## config.mk

```make
export PLATFORM = sky130hd
export DESIGN_NAME = dmem_arbiter
export DESIGN_NICKNAME = d
export VERILOG_FILES = /design/src/rtl/dmem_arb_pkg.sv /design/src/rtl/dmem_arbiter_rr.sv /design/src/rtl/dmem_arbiter.sv
export SDC_FILE = /design/constraint.sdc
export NUM_CORES = 1
export LEC_CHECK = 0
export CORE_UTILIZATION = 41
export CTS_CLUSTER_DIAMETER = 40
export CTS_CLUSTER_SIZE = 28
export DETAILED_ROUTE_END_ITERATION = 7
export PLACE_DENSITY_LB_ADDON = 0.08
export SYNTH_ARGS = -nofsm -noshare
export SYNTH_HDL_FRONTEND = slang
export SYNTH_HIERARCHICAL = 1
export SYNTH_SLANG_ARGS = --single-unit
```

## constraint.sdc

```tcl
create_clock -name clk -period 6.1 [get_ports clk]
set_input_delay 1.22 -clock clk [delete_from_list [all_inputs] [get_ports clk]]
set_output_delay 1.22 -clock clk [all_outputs]
set_load 0.005 [all_outputs]
```

## src/rtl/dmem_arb_pkg.sv

```systemverilog
// dmem_arb_pkg
//   Shared definitions for the data-memory arbiter: FSM state encodings,
//   requester port ids, and the byte-enable width derived from the data width.
//   Configuration macro used by the design: DMEM_ARB_RMW_EN.
package dmem_arb_pkg;

  typedef enum logic [1:0] {
    ST_IDLE   = 2'd0,
    ST_ACCESS = 2'd1,
    ST_MERGE  = 2'd2
  } state_t;

  localparam logic PORT0 = 1'b0;
  localparam logic PORT1 = 1'b1;

  // One byte enable per 8-bit lane of the data word.
  function automatic int be_width(input int data_w);
    return data_w / 8;
  endfunction

endpackage

```

## src/rtl/dmem_arbiter_rr.sv

```systemverilog
// rr_arbiter2
//   Combinational two-way round-robin arbiter. No state.
//   Ports:
//     req[1:0]  request lines (bit n = port n)
//     last      id of the port granted most recently
//     gnt[1:0]  one-hot grant (all zero when no request)
//     win_id    id of the winning port (PORT0 when nobody requests)
module rr_arbiter2
  import dmem_arb_pkg::*;
(
  input  logic [1:0] req,
  input  logic       last,
  output logic [1:0] gnt,
  output logic       win_id
);

  always_comb begin
    win_id = PORT0;
    if (req == 2'b11) begin
      // Tie: the port that was not served last goes first.
      win_id = ~last;
    end else if (req[1]) begin
      win_id = PORT1;
    end
    gnt = 2'b00;
    if (|req) begin
      gnt[win_id] = 1'b1;
    end
  end

endmodule

```

## src/rtl/dmem_arbiter.sv

```systemverilog
// dmem_arbiter
//   Shares a single-port, combinational-read data memory between two
//   requesters (port 0 = core load/store, port 1 = debug/DMA) with
//   round-robin arbitration. Optional byte-enabled stores are done as a
//   read-modify-write (ACCESS reads, MERGE writes the merged word).
//   Macro: DMEM_ARB_RMW_EN -- when undefined, be is ignored and every store
//   is a single full-word write.
//   Ports:
//     clk, rst                      clock, async active-high reset
//     mN_req/we/addr/wdata/be       request N (held until mN_gnt)
//     mN_gnt                        combinational accept, IDLE only
//     mN_rvalid/mN_rdata            load response (one-cycle pulse)
//     mem_addr/mem_dataW/mem_memRW  drive data_mem
//     mem_dataR                     data_mem read data
module dmem_arbiter
  import dmem_arb_pkg::*;
#(
  parameter int ADDR_W = 32,
  parameter int DATA_W = 32,
  localparam int BE_W  = be_width(DATA_W)
) (
  input  logic              clk,
  input  logic              rst,
  input  logic              m0_req,
  input  logic              m0_we,
  input  logic [ADDR_W-1:0] m0_addr,
  input  logic [DATA_W-1:0] m0_wdata,
  input  logic [BE_W-1:0]   m0_be,
  output logic              m0_gnt,
  output logic              m0_rvalid,
  output logic [DATA_W-1:0] m0_rdata,
  input  logic              m1_req,
  input  logic              m1_we,
  input  logic [ADDR_W-1:0] m1_addr,
  input  logic [DATA_W-1:0] m1_wdata,
  input  logic [BE_W-1:0]   m1_be,
  output logic              m1_gnt,
  output logic              m1_rvalid,
  output logic [DATA_W-1:0] m1_rdata,
  output logic [ADDR_W-1:0] mem_addr,
  output logic [DATA_W-1:0] mem_dataW,
  output logic              mem_memRW,
  input  logic [DATA_W-1:0] mem_dataR
);

  state_t            state_q, state_d;
  logic              last_q, last_d;
  logic              we_q, we_d;
  logic              id_q, id_d;
  logic [ADDR_W-1:0] addr_q, addr_d;
  logic [DATA_W-1:0] wdata_q, wdata_d;
  logic [DATA_W-1:0] rdata0_q, rdata0_d;
  logic [DATA_W-1:0] rdata1_q, rdata1_d;
  logic              rvalid0_q, rvalid0_d;
  logic              rvalid1_q, rvalid1_d;
  logic [1:0]        arb_gnt;
  logic              win_id;
  logic              unused_bits;

  rr_arbiter2 u_rr (
    .req    ({m1_req, m0_req}),
    .last   (last_q),
    .gnt    (arb_gnt),
    .win_id (win_id)
  );

  // Grants only in IDLE, and never while reset is asserted.
  assign m0_gnt = arb_gnt[0] & (state_q == ST_IDLE) & ~rst;
  assign m1_gnt = arb_gnt[1] & (state_q == ST_IDLE) & ~rst;

  assign m0_rvalid = rvalid0_q;
  assign m1_rvalid = rvalid1_q;
  assign m0_rdata  = rdata0_q;
  assign m1_rdata  = rdata1_q;

`ifdef DMEM_ARB_RMW_EN
  logic [BE_W-1:0]   be_q, be_d;
  logic [DATA_W-1:0] merged_q, merged_d;
  logic [DATA_W-1:0] merge_word;

  // Per-lane merge of new store bytes over the current memory word.
  for (genvar gi = 0; gi < BE_W; gi++) begin : g_lane
    assign merge_word[8*gi +: 8] = be_q[gi] ? wdata_q[8*gi +: 8]
                                            : mem_dataR[8*gi +: 8];
  end

  assign unused_bits = ^addr_q[1:0];
`else
  assign unused_bits = ^{addr_q[1:0], m0_be, m1_be};
`endif

  always_comb begin
    state_d   = state_q;
    last_d    = last_q;
    we_d      = we_q;
    id_d      = id_q;
    addr_d    = addr_q;
    wdata_d   = wdata_q;
    rdata0_d  = rdata0_q;
    rdata1_d  = rdata1_q;
    rvalid0_d = 1'b0;
    rvalid1_d = 1'b0;
    mem_addr  = '0;
    mem_dataW = '0;
    mem_memRW = 1'b0;
`ifdef DMEM_ARB_RMW_EN
    be_d      = be_q;
    merged_d  = merged_q;
`endif
    case (state_q)
      ST_IDLE: begin
        if (|arb_gnt) begin
          we_d    = win_id ? m1_we    : m0_we;
          addr_d  = win_id ? m1_addr  : m0_addr;
          wdata_d = win_id ? m1_wdata : m0_wdata;
          id_d    = win_id;
          last_d  = win_id;
`ifdef DMEM_ARB_RMW_EN
          be_d    = win_id ? m1_be : m0_be;
`endif
          state_d = ST_ACCESS;
        end
      end
      ST_ACCESS: begin
        mem_addr  = {addr_q[ADDR_W-1:2], 2'b00};
        mem_dataW = wdata_q;
        state_d   = ST_IDLE;
        if (!we_q) begin
          if (id_q == PORT1) begin
            rdata1_d  = mem_dataR;
            rvalid1_d = 1'b1;
          end else begin
            rdata0_d  = mem_dataR;
            rvalid0_d = 1'b1;
          end
        end else begin
`ifdef DMEM_ARB_RMW_EN
          if (&be_q) begin
            mem_memRW = 1'b1;
          end else if (|be_q) begin
            merged_d = merge_word;
            state_d  = ST_MERGE;
          end
`else
          mem_memRW = 1'b1;
`endif
        end
      end
`ifdef DMEM_ARB_RMW_EN
      ST_MERGE: begin
        mem_addr  = {addr_q[ADDR_W-1:2], 2'b00};
        mem_dataW = merged_q;
        mem_memRW = 1'b1;
        state_d   = ST_IDLE;
      end
`endif
      default: state_d = ST_IDLE;
    endcase
  end

  always_ff @(posedge clk or posedge rst) begin
    if (rst) begin
      state_q   <= ST_IDLE;
      last_q    <= PORT1;
      we_q      <= 1'b0;
      id_q      <= PORT0;
      addr_q    <= '0;
      wdata_q   <= '0;
      rdata0_q  <= '0;
      rdata1_q  <= '0;
      rvalid0_q <= 1'b0;
      rvalid1_q <= 1'b0;
`ifdef DMEM_ARB_RMW_EN
      be_q      <= '0;
      merged_q  <= '0;
`endif
    end else begin
      state_q   <= state_d;
      last_q    <= last_d;
      we_q      <= we_d;
      id_q      <= id_d;
      addr_q    <= addr_d;
      wdata_q   <= wdata_d;
      rdata0_q  <= rdata0_d;
      rdata1_q  <= rdata1_d;
      rvalid0_q <= rvalid0_d;
      rvalid1_q <= rvalid1_d;
`ifdef DMEM_ARB_RMW_EN
      be_q      <= be_d;
      merged_q  <= merged_d;
`endif
    end
  end

endmodule

```

==> qor.txt <==
Cell leakage power: 0.00397 uW
Die area: 0.0154 sq mm
DRC violations left: 0
Area share of the largest cell type after synthesis: 53.6%
Initial core utilization: 42.1%
FF-to-FF setup slack: 3.60 ns
Worst path arrival time: 2.75 ns
Clock tree from TritonCTS: done
Number of buffers created by CTS: 17
Startpoint kind of the worst setup timing path: input pin
Pin count of the biggest net entering global routing: 89
Pre-antenna DRT Iters: 4
Worst slew slack as a fraction of its limit: 28.2%
Clock buffer depth: 2
Slew Viols, Final: 0
Cts hold-fix bufs: 0
Fin crit share: 65.1%
Proportion of synthesized flip-flops having asynchronous set or reset: 100%
Number of synthesized register bits: 132
# resized after CTS: 0
Count of pins on the block boundary: 307
Yosys Warn Count: 6
Antenna violations before repair: 0
Setup TNS: 0 ns
TritonCTS sink count: 132
Cell at the root of the clock tree: clkbuf_16
Required time reported for the critical path endpoint: 4.88 ns
Nets: 890
Top post-synthesis cells by count: mux2_2 (191), dfrtp_1 (131), and2_1 (63)
Setup repair after global routing missed its margin: false
Post-CTS Setup Inserts: 0
Port buffer count: 292
Die boundary width: 124 um
Aggregate global routing overflow: 0
1st-iter DRT viols: 165
Fin crit period: 3.97 ns
Design Power: 4480 uW
Total number of placement rows: 44
Average instance area after synthesis: 14.3 sq um
Placement Setup Slack: 2.11 ns
Top Layer Used: met4
Post-route met1 wirelength: 5750 um
F_max: 0.252 GHz
Max Cap Viol: 0
Routed Antenna Nets: 0
Flip-flop cell with the highest count after synthesis: dfrtp_1
Global-route wire length before repair: 23200 um
Share of final-layout standard cells stronger than drive strength 1: 31.8%
Post-detailed-route wirelength per cell: 17.2 um
Cell taking the most area after synthesis: dfrtp_1
Final Hold Violating Endpoints: 0
Power density relative to cell area: 458 mW/mm^2
Via count of the first global-routing pass: 4588
Peak ir drop on the vdd network: 0.000235 V
Number of enable-type register cells in the synthesized netlist: 0
Clock transition at path regs: 0.06 ns
Clk_skew: 0.00578 ns
Count leader, synth: mux2_2
Syn Inst Count: 428
Average vias per placed instance: 4.81
Detailed-route wire length: 15700 um
Synthesized area: 0.00612 sq mm
Routed length on met3: 1420 um
Detailed placement HPWL: 11400 um
Die H: 124 um
Fillers: 1085
# diodes: 0
Floorplan Core Area: 0.0145 sq mm
Gr usage total: 20.4%
Clock latency reported for the late side of the worst-skew pair: 0.41 ns
Kind of capture point of the worst setup path: output pin
Post-synthesis to final-layout area growth: 59.8%
Final RePlAce weighted congestion: 0.732
Slew at the pin with the worst max-slew slack: 1.08 ns
Vias: 4392
Met2 Routed Length: 8110 um
Count of distinct cell types in the synthesized netlist: 16
Result of the run: completed
Sequential share of the synthesized area: 54.0%
Worst Path Class, Setup: input pin to output pin
Highest net fanout along the worst path: 3
Min-Delay Path Class: register to register
Final setup margin: 2.13 ns
Number of H-tree levels: 4
Final Setup Violations: 0
Cell types occupying the most area after synthesis: dfrtp_1 (54%), mux2_2 (35%), and2_1 (6.4%), buf_4 (1.1%), buf_2 (0.90%)
## stage by stage
| step | instance area [sq um] | std cells | util, % | hold slack [ns] |
|---|---|---|---|---|
| finish | 9780 | 913 | 67.3 | 0.489 |
| detailed placement | 9160 | 881 | 63.1 | 0.480 |
| global route | 9780 | 913 | 67.3 | 0.510 |
| CTS | 9780 | 913 | 67.3 | 0.493 |
| global placement | 9160 | 881 | 63.1 | 0.470 |
| floorplan | 6120 | 429 | - | 0.472 |
## layout make-up
class	count	area, sq um	area share, %
sequential	132	3300	33.8
multi-input combinational	265	2660	27.1
clock inverter	13	173	1.77
timing repair buffer	297	2960	30.3
inverter	3	13.8	0.141
clock buffer	19	443	4.53
tap	184	230	2.35
## sequential cells by signal, summed over array words and instances, names as in the netlist
name and flops:
addr_q 30, id_q 1, last_q 1, m0_rdata 32, m0_rvalid 1, m1_rdata 32
m1_rvalid 1, state_q 1, wdata_q 32, we_q 1
## layer usage
layer	GRT usage, %	vias up
met5	0	-
met4	9.52	0
met3	7.37	26
met2	35.3	177
met1	22.2	2127
li1	-	2062
## worst max-delay path, stage by stage
cell and delay [ns]:
clkdlybuf4s50_1 0.54, a21boi_1 0.25, nor3b_1 0.21, clkdlybuf4s50_1 0.53
## cell usage in the layout (no fill, tap or decap)
cell type,count
and2_1,63
mux2_1,1
nor3b_4,1
nor3b_1,2
dfrtp_1,131
conb_1,2
inv_6,3
dfstp_2,1
inv_4,1
clkdlybuf4s50_1,292
a21boi_1,2
clkinvlp_4,1
nand3b_1,1
clkinv_2,1
clkbuf_1,1
a21boi_4,1
clkbuf_16,17
clkbuf_8,1
mux2_2,191
inv_1,2
clkinv_4,5
o21ba_4,1
bufinv_16,3
buf_4,5
## cells by family (layout without fill, tap and decap cells)
logic type,Yosys count,in the layout,synth area share [%]
other cells,1,2,0.0613
simple gates,67,67,7.11
flops,132,132,54.0
buf+inv,32,332,2.98
compound gates,4,4,0.531
mux,192,192,35.3
## report_power, final
group	leakage, uW	total [uW]	internal [uW]	switching, uW
clock network	0.000299	1050	660	390
logic	0.00212	1880	1280	601
registers	0.00155	1550	1320	222
## final timing paths
kind                              startpoint      endpoint  depth (start not counted)
worst max register to register    state_q[0]     addr_q[3]                          3
worst min register to register  m0_rdata[27]  m0_rdata[27]                          1
worst min-delay path            m0_rdata[27]  m0_rdata[27]                          1
worst max-delay path                  m0_req        m0_gnt                          4
min in group asynchronous                rst    addr_q[23]                          2
max in group asynchronous                rst    addr_q[28]                          3
(Power assumes the default switching activity.)
